===== src/rtl/bus_transfer_sequencer.sv =====
// bus_transfer_sequencer: decodes 5-bit source/destination codes into one-hot bus drive and load
// strobes, sequencing drive, settle, load and done over a valid/ready handshake.
module bus_transfer_sequencer #(
    parameter int SETTLE_CYCLES = 1,
    parameter int CNT_W = 16
) (
    input  logic             clk,
    input  logic             clear,
    input  logic             req_valid,
    output logic             req_ready,
    input  logic [4:0]       src_code,
    input  logic [4:0]       dst_code,
    output logic [31:0]      drive_sel,
    output logic [31:0]      load_en,
    output logic             busy,
    output logic             done,
    output logic             err,
    output logic [CNT_W-1:0] xfer_count
);
    typedef enum logic [1:0] {IDLE, DRIVE, LOAD, DONE} state_t;

    // Bus-loadable destinations: R0-R15, HI, LO, PC, MDR, MAR, Y
    localparam logic [31:0] DST_OK = 32'h0333_FFFF;
    localparam logic [3:0] CNT_INIT = 4'(SETTLE_CYCLES - 1);

    state_t state_q, state_d;
    logic [4:0] src_q, src_d, dst_q, dst_d;
    logic [3:0] cnt_q, cnt_d;
    logic flag_q, flag_d;
    logic [31:0] drive_q, drive_d, load_q, load_d;
    logic busy_q, busy_d, done_q, done_d, err_q, err_d, ready_q, ready_d;
    logic [CNT_W-1:0] count_q, count_d;
    logic req_ok;

    assign req_ok = (src_code < 5'd24) && DST_OK[dst_code];

    always_comb begin
        state_d = state_q;
        src_d   = src_q;
        dst_d   = dst_q;
        cnt_d   = cnt_q;
        flag_d  = flag_q;
        drive_d = '0;
        load_d  = '0;
        busy_d  = 1'b1;
        done_d  = 1'b0;
        err_d   = 1'b0;
        ready_d = 1'b0;
        count_d = count_q;
        case (state_q)
            IDLE: begin
                busy_d  = req_valid;
                ready_d = !req_valid;
                if (req_valid) begin
                    src_d  = src_code;
                    dst_d  = dst_code;
                    flag_d = !req_ok;
                    if (req_ok) begin
                        state_d = DRIVE;
                        cnt_d   = CNT_INIT;
                        drive_d = 32'd1 << src_code;
                    end else begin
                        state_d = DONE;
                        done_d  = 1'b1;
                        err_d   = 1'b1;
                    end
                end
            end
            DRIVE: begin
                drive_d = 32'd1 << src_q;
                if (cnt_q == 4'd0) begin
                    state_d = LOAD;
                    load_d  = 32'd1 << dst_q;
                end else begin
                    cnt_d = cnt_q - 4'd1;
                end
            end
            LOAD: begin
                state_d = DONE;
                done_d  = 1'b1;
                err_d   = flag_q;
            end
            DONE: begin
                state_d = IDLE;
                busy_d  = 1'b0;
                ready_d = 1'b1;
                count_d = flag_q ? count_q : count_q + 1'b1;
            end
            default: state_d = IDLE;
        endcase
    end

    always_ff @(posedge clk) begin
        if (clear) begin
            state_q <= IDLE;
            src_q   <= '0;
            dst_q   <= '0;
            cnt_q   <= '0;
            flag_q  <= 1'b0;
            drive_q <= '0;
            load_q  <= '0;
            busy_q  <= 1'b0;
            done_q  <= 1'b0;
            err_q   <= 1'b0;
            ready_q <= 1'b1;
            count_q <= '0;
        end else begin
            state_q <= state_d;
            src_q   <= src_d;
            dst_q   <= dst_d;
            cnt_q   <= cnt_d;
            flag_q  <= flag_d;
            drive_q <= drive_d;
            load_q  <= load_d;
            busy_q  <= busy_d;
            done_q  <= done_d;
            err_q   <= err_d;
            ready_q <= ready_d;
            count_q <= count_d;
        end
    end

    assign req_ready  = ready_q;
    assign drive_sel  = drive_q;
    assign load_en    = load_q;
    assign busy       = busy_q;
    assign done       = done_q;
    assign err        = err_q;
    assign xfer_count = count_q;
endmodule


===== config.mk =====
export PLATFORM = sky130hd
export DESIGN_NAME = bus_transfer_sequencer
export DESIGN_NICKNAME = d
export VERILOG_FILES = /design/src/rtl/bus_transfer_sequencer.sv
export SDC_FILE = /design/constraint.sdc
export NUM_CORES = 1
export LEC_CHECK = 0
export CORE_UTILIZATION = 52
export DETAILED_ROUTE_END_ITERATION = 16
export PLACE_DENSITY = 0.94
export SLEW_MARGIN = 5
export SYNTH_ARGS = -nofsm -noshare
export SYNTH_HDL_FRONTEND = slang
export SYNTH_SLANG_ARGS = --single-unit

===== constraint.sdc =====
create_clock -name clk -period 3 [get_ports clk]
set_input_delay 0.75 -clock clk [delete_from_list [all_inputs] [get_ports clk]]
set_output_delay 0.75 -clock clk [all_outputs]
set_load 0.01 [all_outputs]

# [Word-level counts from Yosys, hierarchy flattened]
# Memories as Yosys holds them, arrays and structs flattened.
# Index checks and enable logic that the tools add are counted.
[totals] out_inout_bits=84 memories=1 elab_cells=59 register_bits=101 romBits=32
[op_classes] mux=18 n_addsub=2 n_shift=3 n_reduce_logical=11 order_cmp=2 bitwise=3 eq_ne=7
[mem_list] name="(no name shown)" words=32 word_bits=1 rd=1 rd_clocked_by_memory_dff=0 write_ports=0 line="35" rtl="assign req_ok = (src_code < 5'd24) && DST_OK[dst_code];"
[op_table] cell="$shl 1x5->32 const A" count=3
[op_table] cell="$mux 32" count=2
[op_table] cell="$pmux 32 s2" count=1
[op_table] cell="$add 16x1->16 const B" count=1
[op_table] cell="$mux 4" count=3
[op_table] cell="$ne 2x2->1 const B" count=4
[op_table] cell="$pmux 1 s2" count=4
[op_table] cell="$pmux 2 s4" count=1
[op_table] cell="$pmux 4 s2" count=1
[op_table] cell="$lt 5x6->1 const B" count=1
[op_table] cell="$mux 2" count=3
[op_table] cell="$reduce_and 2->1" count=3
[op_table] cell="$lt 5x5->1 const B" count=1
[op_table] cell="$eq 2x2->1 const B" count=2
[op_table] cell="$logic_not 4->1" count=1
[op_table] cell="$reduce_and 4->1" count=1
[op_table] cell="$sub 4x1->4 const B" count=1
[op_table] cell="$mux 1" count=3
[op_table] cell="$not 1->1" count=3
[op_table] cell="$reduce_or 3->1" count=1
[op_table] cell="$eq 2x1->1 const B" count=1
[op_table] cell="$logic_not 1->1" count=2
[op_table] cell="$logic_not 2->1" count=1
[op_table] cell="$reduce_bool 2->1" count=1
[op_table] cell="$logic_and 1x1->1" count=1

# [Longest topological paths before layout]
# Gate-level depths: netlist (run 1).
[logic_depth] word_depth=6 mapped_depth=7 depth_no_buf=6

# [Worst setup path before layout (run 1)]
# Ideal clock, no wire load.
[synth_timing] path_kind="reg-to-reg" start="reg cnt_q[0]" end="reg cnt_q[3]" period_less_slack_ns=1.908 t_arrival_ns=1.828 setup_time_ns=0.080 path_stages_with_launch=7 setup_slack_ns=1.092 required_ns=2.920 n_path_buf=0 cell_sequence="dfxtp_1 > inv_1 > ha_1 > nor3b_2 > or4_1 > or4b_1 > o221ai_2"
[synth_via] elab_chain_cells=3 word_cells_on_any_way=6 classes_between="add/sub (1); eq/ne (1); mux (2); reduce/logical (2)"
[synth_lines] item="start, declared" line="28" rtl="logic [3:0] cnt_q, cnt_d;"
[synth_lines] item="start signal, assigned" line="111" rtl="cnt_q <= cnt_d;"
[synth_lines] item="$sub 4x1->4 / $logic_not 4->1 (equally long branches)" line="75, 71"
[synth_lines] item="$mux 4 / $ne 2x2->1 (equally long branches)"
[synth_lines] item="$pmux 4 s2 / $reduce_and 4->1 (equally long branches)"
# Parallel ways exist; a longest one is shown, timed or not. The select of a mux whose other input is x is not followed.
# A chain may end at the register's enable or synchronous reset.

# [Worst setup path after layout (run 1)]
[layout_timing] start="reg state_q[0]" end="reg count_q[15] (netlist: xfer_count[15])"
[layout_via] elab_chain_cells=2
[layout_lines] item="start, declared" line="26" rtl="state_t state_q, state_d;"
[layout_lines] item="start signal, assigned" line="108" rtl="state_q <= state_d;"
[layout_lines] item="$eq 2x2->1" line="50" rtl="case (state_q)"
[layout_lines] item="$reduce_and 2->1 (no line)"
[layout_lines] item="end signal, assigned" line="119" rtl="count_q <= count_d;"
[layout_lines] item="end, declared" line="32" rtl="logic [CNT_W-1:0] count_q, count_d;"
# No other way between the ends.

==> results.md, run 1 <==
- Final #Nets: 527
- I/O pins: between 90 and 100
- Drt via density: ~5.5
- Die height: around 87 um
- Reg clk slew, reported paths: 100 ps
- Buf/Inv on CP: 0
- Least-Margin Pin Slew: roughly 680 ps
- Post-DRT Antenna Nets: 0
- Worst IR drop on VDD: 0.354 mV
- Pins Over Slew Limit: 0
- Die area: around 7500 um^2
- Number of port buffers: 96
- Starting Density: about 54%
- Yosys reg bits: a little over 100
- Number of flops mapped to enable cells by yosys: 0
- Site Rows: 30
- Synthesis warning total: 0
- Crit end category: flop
- Non-filler cells, final: just over 600
- Hold Crit Depth: 2
- Routed WL per cell: 14.7 um
- R2R Path End: xfer_count[15]
- Fin crit share: between 70 and 80%
- Share of cells above drive strength 1: 6.25%
- Slew HR: 54.1%
- Area grow syn2layout: 34.8%
- Max cap viols: 0
- Post-CTS Setup Bufs: 0
- Post-synthesis sequential area ratio: 54.4%
- Global-route wire length before repair: around 15 mm
- Via Count: about 3400
- Critical path, cell by cell: ha_1 -> nand3b_1 -> nor4_2 -> nor3b_1 -> mux2_2
- CP peak stage delay: roughly 540 ps
- Final wirelength: around 8.9 mm
- Most common cell after layout, fill and taps aside: dfxtp_1
- GP Congestion: slightly below 0.9
- Distinct cells, synth: 44
- DP HPWL: around 6.6 mm
- # diodes: 0
- Chip width: around 87 um
- GRT Total Usage: 25.0%
- CTS buffer count: 9
- CTS tree: done
- Flop2flop setup slack: about 750 ps
- Initial DRT Pass Iterations: 5
- Gr ovfl total: 0
- Tightest Hold Check Type: reg2reg
- Critical Path Start Type: flop
- CP arrival: 2510 ps
- CTS Buffer Depth: 2
- Final Hold Viols: 0
- Slowest CP cell: nor4_2
- Pin count of the biggest net entering global routing: 31
- Async S/R FF share, synth: 0%
- Outcome: complete, no violations
- Hold path startpoint: dst_q[4]
- Sink Count: about 100
- Leakage: 1.74 nW
- Inst Count DP: 592
- Setup TNS: 0 ps
- Highest clock rate: 445 MHz
- Total power per unit cell area: between 600 and 700 nW/um^2
- Min Tclk post-route: around 2200 ps
- Hold EP: dst_q[4]
- CP max FO: 6
- R2R cell count: 5
- Primary FF master, synth: dfxtp_1
- CTS Hold Buffers Added: 0
- Core ar.: ~6900 um^2
- Clock Latency Late Sink: about 370 ps
- Syn Std Cell Area: between 3000 and 4000 um^2
- Mapped Cells: between 400 and 500
- RSZ-0062 raised after global routing: no
- WS Path Type: reg2reg
- Commonest non-fill, non-tap cells in the layout: dfxtp_1 (101), clkdlybuf4s50_1 (96), nor2_1 (62)
- Post-Route Skew: 9.12 ps
- Post-cts resize count: 0
- CP delay by family, top: simple AND/OR/NAND/NOR gates
- H-tree depth: 3
- Post-Syn Nets: 430
- Initial antenna violation count: 0
- Drc violations: 0
- Vias in the first global route: between 3000 and 4000
- DR iter-0 viols: around 300
- Worst Path Required: ~3300 ps
- R2R Path Start: state_q[0]
- Final setup viols: 0
- Root Driver: clkbuf_8
- Mean post-synth cell area: a little over 9 um^2
[state kept, by name, summed over array words and instances, names as in the netlist, 2 cells and up]
register and count:
drive_sel 32, cnt_q 4, load_en 32, state_q 2
src_q 5, xfer_count 16, dst_q 5
[worst max-delay path by stage]
stage | start | end | slack (ps) | cells past startpoint
global placement | clear | load_en[9] | 580 | 5
CTS | state_q[0] | xfer_count[15] | 810 | 5
global route | state_q[0] | xfer_count[15] | 600 | 5
floorplan | cnt_q[0] | cnt_q[3] | 1090 | 6
finish | state_q[0] | xfer_count[15] | 750 | 5
detailed placement | clear | load_en[9] | 500 | 5
[metal layers]
layer  GRT usage, %  wire, um
met2           42.3      4380
met4           12.1       204
met5              0         0
met1           31.3      3750
met3           3.90       607
[cells by family (layout without fill, tap and decap cells)]
kind of cell	Yosys count	in the layout	share of synthesized area, %
compound gates	60	60	10.1
simple gates	199	199	26.5
flops	101	101	54.4
buf+inv	28	130	2.86
xor+xnor	10	10	2.36
fa+ha+maj	7	7	2.36
mux	5	5	1.45
[worst min-delay path, stage by stage, from the launching register on]
cell and delay (ps):
dfxtp_1 340, nand2_1 60, a21oi_1 50
[stage by stage]
stage / util (%) / hold WS [ps] / power (mW) / area (um^2) / worst slack [ps]
6_report: 73.0 / 485 / 3.11 / 5010 / 754
2_1_floorplan: - / 449 / 1.91 / 3720 / 1090
5_1_grt: 73.0 / 520 / 3.24 / 5010 / 605
4_1_cts: 73.0 / 480 / 3.10 / 5010 / 815
3_3_place_gp: 69.6 / 464 / 2.12 / 4780 / 579
3_5_place_dp: 69.6 / 468 / 2.15 / 4780 / 501
[where the power goes]
group          internal, mW  switching, mW  leakage, nW
clock network         0.484          0.488        0.113
registers              1.41         0.0903        0.816
logic                 0.250          0.383        0.811
total                  2.15          0.961         1.74
[cell type report]
type | count | area [um^2]
Clock buffer | 9 | 124
Clock inverter | 7 | 108
Fill cell | 488 | 1860
Inverter | 13 | 48.8
Multi-Input combinational cell | 281 | 1590
Sequential cell | 101 | 2020
Tap cell | 96 | 120
Timing Repair Buffer | 101 | 998
[cells in the mapped netlist, types with 4 or more instances]
cell type,count,area share [%]
dfxtp_1,101,54
xnor2_1,4,0.94
nor3_1,14,1.9
ha_1,7,2.4
nand4_1,10,1.7
xor2_1,6,1.4
nand3_1,15,2.0
nand2b_1,15,2.5
a211oi_1,4,0.81
clkbuf_1,14,1.4
o22ai_1,20,3.4
nand3b_1,6,1.2
nor2b_1,6,1.0
nand2_1,46,4.6
nor2_1,62,6.3
inv_1,13,1.3
o21ai_0,6,0.81
a21oi_1,18,2.4
Power figures use the tool's default switching activity.
==> inputs of run 2 (changes only) <==
--- a/config.mk
+++ b/config.mk
@@ -5,9 +5,9 @@
 export SDC_FILE = /design/constraint.sdc
 export NUM_CORES = 1
 export LEC_CHECK = 0
-export CORE_UTILIZATION = 52
+export CORE_UTILIZATION = 43
 export DETAILED_ROUTE_END_ITERATION = 16
-export PLACE_DENSITY = 0.94
+export PLACE_DENSITY = 0.84
 export SLEW_MARGIN = 5
 export SYNTH_ARGS = -nofsm -noshare
 export SYNTH_HDL_FRONTEND = slang
==> constraint.sdc (replaced) <==
create_clock -name clk -period 2.03 [get_ports clk]
set_input_delay 0.5075 -clock clk [delete_from_list [all_inputs] [get_ports clk]]
set_output_delay 0.5075 -clock clk [all_outputs]
set_load 0.01 [all_outputs]
==> run 2 against run 1 <==
Sequential share of layout area decreased by 1.3 points. Clock-buffer cell count increased by 2. Sequential cell count unchanged. Largest cell class unchanged. Routed wire length increased by 1.6%. Largest power group unchanged. Hold slack got worse by 7.6 ps. Die area increased by 20%. Critical endpoint is now cnt_q[3]. Highest routed layer unchanged. Combinational power increased by 63%. Total power increased by 45%. Clock power increased by 29%.
==> results.md, run 2 (synthesis results as in run 1) <==
- Critical Path Start Type: flop
- Met2 usage: 33.5% (-8.8 points)
- Final setup viols: 0 (unchanged)
- Area grow syn2layout: 39.3%
- Root Driver: clkbuf_8
- Final Hold Viols: 0 (unchanged)
- CTS Hold Buffers Added: 0 (unchanged)
- Final worst slack: 41.6 ps (-712 ps)
- Starting Density: 44.8% (-9.3 points)
- DP HPWL: 7.05 mm (+7.3%)
- Max cap viols: 0 (unchanged)
- Number of port buffers: 96 (unchanged)
- CP arrival: 2270 ps (-240 ps)
- Total power per unit cell area: 869 nW/um^2 (+40%)
- # diodes: 0 (unchanged)
- Slew HR: 67.4% (+13 points)
- Buf/Inv on CP: 1 (+1)
- Highest clock rate: 503 MHz (+13%)
- Flop2flop setup slack: 40 ps (-710 ps)
- Site Rows: 33 (+10%)
- Outcome: complete, no violations
- Most common cell after layout, fill and taps aside: dfxtp_1
- Least-Margin Pin Slew: 488 ps (-193 ps)
- Final wirelength: 9.09 mm (+1.6%)
- CP delay by family, top: simple AND/OR/NAND/NOR gates
- GRT Total Usage: 20.5% (-4.5 points)
- Chip width: 95.0 um (+9.7%)
- Tot Pwr: 4.50 mW (+45%)
- Post-DRT Antenna Nets: 0 (unchanged)
- Met1 Use GR: 25.9% (-5.4 points)
- Die height: 95.0 um (+9.7%)
- Register area: 2020 um^2 (about the same)
- DR iter-0 viols: 180 (-40%)
- Clock Latency Late Sink: 360 ps (about the same)
- I/O pins: 97 (unchanged)
- RSZ-0062 raised after global routing: no
- Die area: 9020 um^2 (+20%)
- Global route hottest layer: met2
- CTS tree: done
- Commonest non-fill, non-tap cells in the layout: dfxtp_1 (100), clkdlybuf4s50_1 (96), nor2_1 (61)
- Min Tclk post-route: 1990 ps (-258 ps)
- Global-route wire length before repair: 14.4 mm (-0.95%)
- CP peak stage delay: 500 ps (-40 ps)
- Pins Over Slew Limit: 0 (unchanged)
- Vias in the first global route: 3111 (+1.8%)
- Drc violations: 0 (unchanged)
- CP max FO: 4 (-2)
- Gr ovfl total: 0 (unchanged)
- Core ar.: 8300 um^2 (+21%)
- Post-Route Skew: 11.3 ps (+2.14 ps)
- H-tree depth: 3 (unchanged)
- Initial antenna violation count: 0 (unchanged)
- Pre-CTS WS: -52.1 ps (-553 ps)
- Routed WL per cell: 14.2 um (-3.5%)
- Fin crit share: 98.0% (+23 points)
- Final #Nets: 551 (+4.6%)
- WS Path Type: reg2reg
- Fillers: 689 (+41%)
- Worst Path Required: 2310 ps (-960 ps)
- Crit end category: flop
- CTS Buffer Depth: 2 (unchanged)
- Worst IR drop on VDD: 0.551 mV (+56%)
- CTS buffer count: 9 (unchanged)
- Area of the multi-input gates: 1600 um^2 (+0.63%)
- Via Count: 3417 (+1.9%)
- Share of cells above drive strength 1: 10.8% (+4.6 points)
- Initial DRT Pass Iterations: 5 (unchanged)
- Tightest Hold Check Type: reg2reg
- Drt via density: 5.34 (-3.2%)
- Leakage: 1.85 nW (+6.1%)
- Sink Count: 101 (unchanged)
- Critical path, cell by cell: inv_1 -> ha_1 -> nor3b_2 -> or4_4 -> or4b_4 -> o221ai_2
- Slowest CP cell: or4b_4
- Met3 usage: 3.95% (+0.040 points)
- Pin count of the biggest net entering global routing: 17 (-45%)
- Reg clk slew, reported paths: 90 ps (about the same)
- GP Congestion: 0.943 (+5.8%)
-- run 2: changes by cell type in the layout (fill, tap and decap cells not counted), moves of 2 or more --
cell      before  now
buf_4          5   29
clkinv_4       2    0
inv_6          0    2
inv_8          2    0
-- run 2: path summary, 6_finish.rpt --
path,from,to,cells past startpoint
max reg2reg,cnt_q[1],cnt_q[3],6
min reg2reg,dst_q[4],dst_q[4],2
max,cnt_q[1],cnt_q[3],6
min,dst_q[4],dst_q[4],2
-- run 2: metrics by stage --
| step | hold slack, ps | std cells | instance area (um^2) | utilization (%) | setup TNS (ps) |
|---|---|---|---|---|---|
| after floorplan | 449 | 410 | 3720 | - | 0 |
| after global placement | 463 | 624 | 4960 | 59.8 | -110 |
| after detailed placement | 462 | 624 | 4960 | 59.8 | -205 |
| after CTS | 477 | 639 | 5160 | 62.2 | 0 |
| after global routing | 505 | 640 | 5180 | 62.4 | 0 |
| final | 478 | 640 | 5180 | 62.4 | 0 |
-- run 2: power by group --
group | internal [mW] | switching, mW | leakage, nW
clock network | 0.606 | 0.644 | 0.0964
logic | 0.441 | 0.592 | 0.933
registers | 2.09 | 0.126 | 0.817
total | 3.14 | 1.36 | 1.85
-- run 2: per-layer routing --
layer,routed length [um],vias to the layer above
met1,3970,1607
met3,535,24
met2,4350,134
met4,233,0
li1,-,1652
met5,0,-
-- run 2: layout make-up --
class                      instances  area share (%)
sequential                       101            39.1
tap                              105            2.54
inverter                          13           0.942
clock inverter                     4            1.06
multi-input combinational        281            30.9
clock buffer                      11            2.73
timing repair buffer             125            22.8
-- run 2: what timing repair did --
action                                  4_1_cts  5_1_grt
hold endpoints to repair                      0        0
setup buffers                                 0        1
gates resized for setup                       1        3
endpoints found under the setup margin        1        7
cloned                                        0        0
-- run 2: worst reg2reg max path: stages, from the launching register on --
cell and delay, ps:
dfxtp_1 350, inv_1 90, ha_1 200, nor3b_2 190
or4_4 440, or4b_4 500, o221ai_2 150
==> inputs of run 3 (changes only) <==
--- a/config.mk
+++ b/config.mk
@@ -5,9 +5,9 @@
 export SDC_FILE = /design/constraint.sdc
 export NUM_CORES = 1
 export LEC_CHECK = 0
-export CORE_UTILIZATION = 43
+export CORE_UTILIZATION = 33
 export DETAILED_ROUTE_END_ITERATION = 16
-export PLACE_DENSITY = 0.84
+export PLACE_DENSITY = 0.67
 export SLEW_MARGIN = 5
 export SYNTH_ARGS = -nofsm -noshare
 export SYNTH_HDL_FRONTEND = slang
==> constraint.sdc (replaced) <==
create_clock -name clk -period 2.4 [get_ports clk]
set_input_delay 0.6 -clock clk [delete_from_list [all_inputs] [get_ports clk]]
set_output_delay 0.6 -clock clk [all_outputs]
set_load 0.01 [all_outputs]
==> run 3 against run 2 <==
Hold slack gained 13 ps. First-iteration DRC count fell by 12%. Register-to-register slack better by 280 ps. Die area up 30%. Critical endpoint unchanged. Clock skew up 2.3 ps. Clock-buffer cell count is 2 lower. Sequential share of layout area increased by 0.63 points.
==> results.md, run 3 (synthesis results as in run 1) <==
- Pin count of the biggest net entering global routing: 36 (+19)
- CP max FO: 4 (unchanged)
- CTS tree: done
- Total power per unit cell area: 729 nW/um^2 (-16%)
- CP delay by family, top: simple AND/OR/NAND/NOR gates
- Register area: 2020 um^2 (about the same)
- Area of the multi-input gates: 1590 um^2 (-0.62%)
- Max cap viols: 0 (unchanged)
- Area grow syn2layout: 37.0%
- Sink Count: 101 (unchanged)
- Commonest non-fill, non-tap cells in the layout: dfxtp_1 (101), clkdlybuf4s50_1 (96), nor2_1 (62)
- CTS Hold Buffers Added: 0 (unchanged)
- Fin crit share: 86.5% (-11 points)
- Final Hold Viols: 0 (unchanged)
- Least-Margin Pin Slew: 486 ps (-1.68 ps)
- GRT Total Usage: 16.4% (-4.1 points)
- Final #Nets: 536 (-2.7%)
- Met2 WL post-DR: 4.18 mm (-4.1%)
- Tot Pwr: 3.71 mW (-17%)
- DR iter-0 viols: 159 (-12%)
- Setup TNS: 0 ps (unchanged)
- Number of port buffers: 96 (unchanged)
- Post-DRT Antenna Nets: 0 (unchanged)
- Post-CTS Setup Bufs: 0 (unchanged)
- DP HPWL: 6.87 mm (-2.5%)
- Chip width: 108 um (+14%)
- Initial antenna violation count: 0 (unchanged)
- I/O pins: 97 (unchanged)
- Pins Over Slew Limit: 0 (unchanged)
- CTS buffer count: 9 (unchanged)
- Core ar.: 10900 um^2 (+31%)
- Tightest Hold Check Type: reg2reg
- Met1 Wirelength: 4.17 mm (+5.2%)
- CP arrival: 2370 ps (+100 ps)
- Root Driver: clkbuf_8
- CTS Buffer Depth: 2 (unchanged)
- Global-route wire length before repair: 15.0 mm (+4.5%)
- GP Congestion: 0.851 (-9.7%)
- Uppermost routed layer: met4
- Worst Path Required: 2690 ps (+380 ps)
- Most common cell after layout, fill and taps aside: dfxtp_1
- Worst IR drop on VDD: 0.296 mV (-46%)
- WS Path Type: reg2reg
- Initial DRT Pass Iterations: 4 (-1)
- Reg clk slew, reported paths: 100 ps (about the same)
- Via Count: 3290 (-3.7%)
- CP peak stage delay: 500 ps (about the same)
- Final wirelength: 9.19 mm (+1.1%)
- Post-Route Skew: 13.6 ps (+2.34 ps)
- Critical path, cell by cell: inv_1 -> ha_1 -> nor3b_2 -> or4_1 -> or4b_1 -> o221ai_2
- Die area: 11700 um^2 (+30%)
- Outcome: complete, no violations
- Met3 wire length: 682 um (+27%)
- Slowest CP cell: or4b_1
- Clock Latency Late Sink: 370 ps (about the same)
- Critical Path Start Type: flop
- Slew HR: 67.5% (+0.11 points)
- Fillers: 1030 (+49%)
- Post-cts resize count: 0 (-1)
- Vias in the first global route: 3148 (+1.2%)
- Buf/Inv on CP: 1 (unchanged)
- Leakage: 1.77 nW (-4.1%)
- Highest clock rate: 482 MHz (-4.2%)
- Final setup viols: 0 (unchanged)
- Share of cells above drive strength 1: 7.87% (-3.0 points)
- Min Tclk post-route: 2080 ps (+87.7 ps)
- Gr ovfl total: 0 (unchanged)
- Routed WL per cell: 13.9 um (-2.1%)
- RSZ-0062 raised after global routing: no
- Drt via density: 4.98 (-6.8%)
- Flop2flop setup slack: 320 ps (+280 ps)
- Starting Density: 34.2% (-11 points)
- Drc violations: 0 (unchanged)
- H-tree depth: 3 (unchanged)
- Site Rows: 38 (+15%)
- Die height: 108 um (+14%)
- Crit end category: flop
- # diodes: 0 (unchanged)
-- run 3: worst paths after layout --
| check | from | end | cells after the start |
|---|---|---|---|
| worst min-delay path | dst_q[4] | dst_q[4] | 2 |
| worst max-delay path | cnt_q[0] | cnt_q[3] | 6 |
| worst min register to register | dst_q[4] | dst_q[4] | 2 |
| worst max register to register | cnt_q[0] | cnt_q[3] | 6 |
-- run 3: metrics by stage --
stage | hold WS, ps | util, % | std cells | setup slack, ps | instance area [um^2]
floorplan | 449 | - | 410 | 492 | 3720
global placement | 468 | 45.0 | 645 | 175 | 4900
detailed placement | 475 | 45.0 | 645 | 166 | 4900
CTS | 488 | 46.8 | 661 | 320 | 5090
global route | 515 | 46.8 | 661 | 167 | 5090
finish | 491 | 46.8 | 661 | 324 | 5090
-- run 3: worst register-to-register path, cell delays in order (launching register included) --
cell      delay, ps
dfxtp_1         390
inv_1           100
ha_1            240
nor3b_2         200
or4_1           430
or4b_1          500
o221ai_2        160
-- run 3: per-layer routing --
metal | GRT usage [%] | vias up
li1 | - | 1629
met1 | 20.8 | 1521
met2 | 26.4 | 125
met3 | 5.30 | 15
met4 | 5.28 | 0
met5 | 0 | -
-- run 3: final cells by class --
class,instances,area share [%]
flip-flops and latches,101,39.7
clock buffers,9,2.43
inverters,13,0.958
well taps,140,3.44
repair buffers,110,20.9
clock inverters,7,1.33
multi-input cells,281,31.2
-- run 3: power by group --
group / leakage (nW) / internal [mW] / switching [mW] / total, mW
clock network: 0.0989 / 0.403 / 0.632 / 1.03
logic: 0.856 / 0.335 / 0.469 / 0.805
registers: 0.816 / 1.77 / 0.107 / 1.87
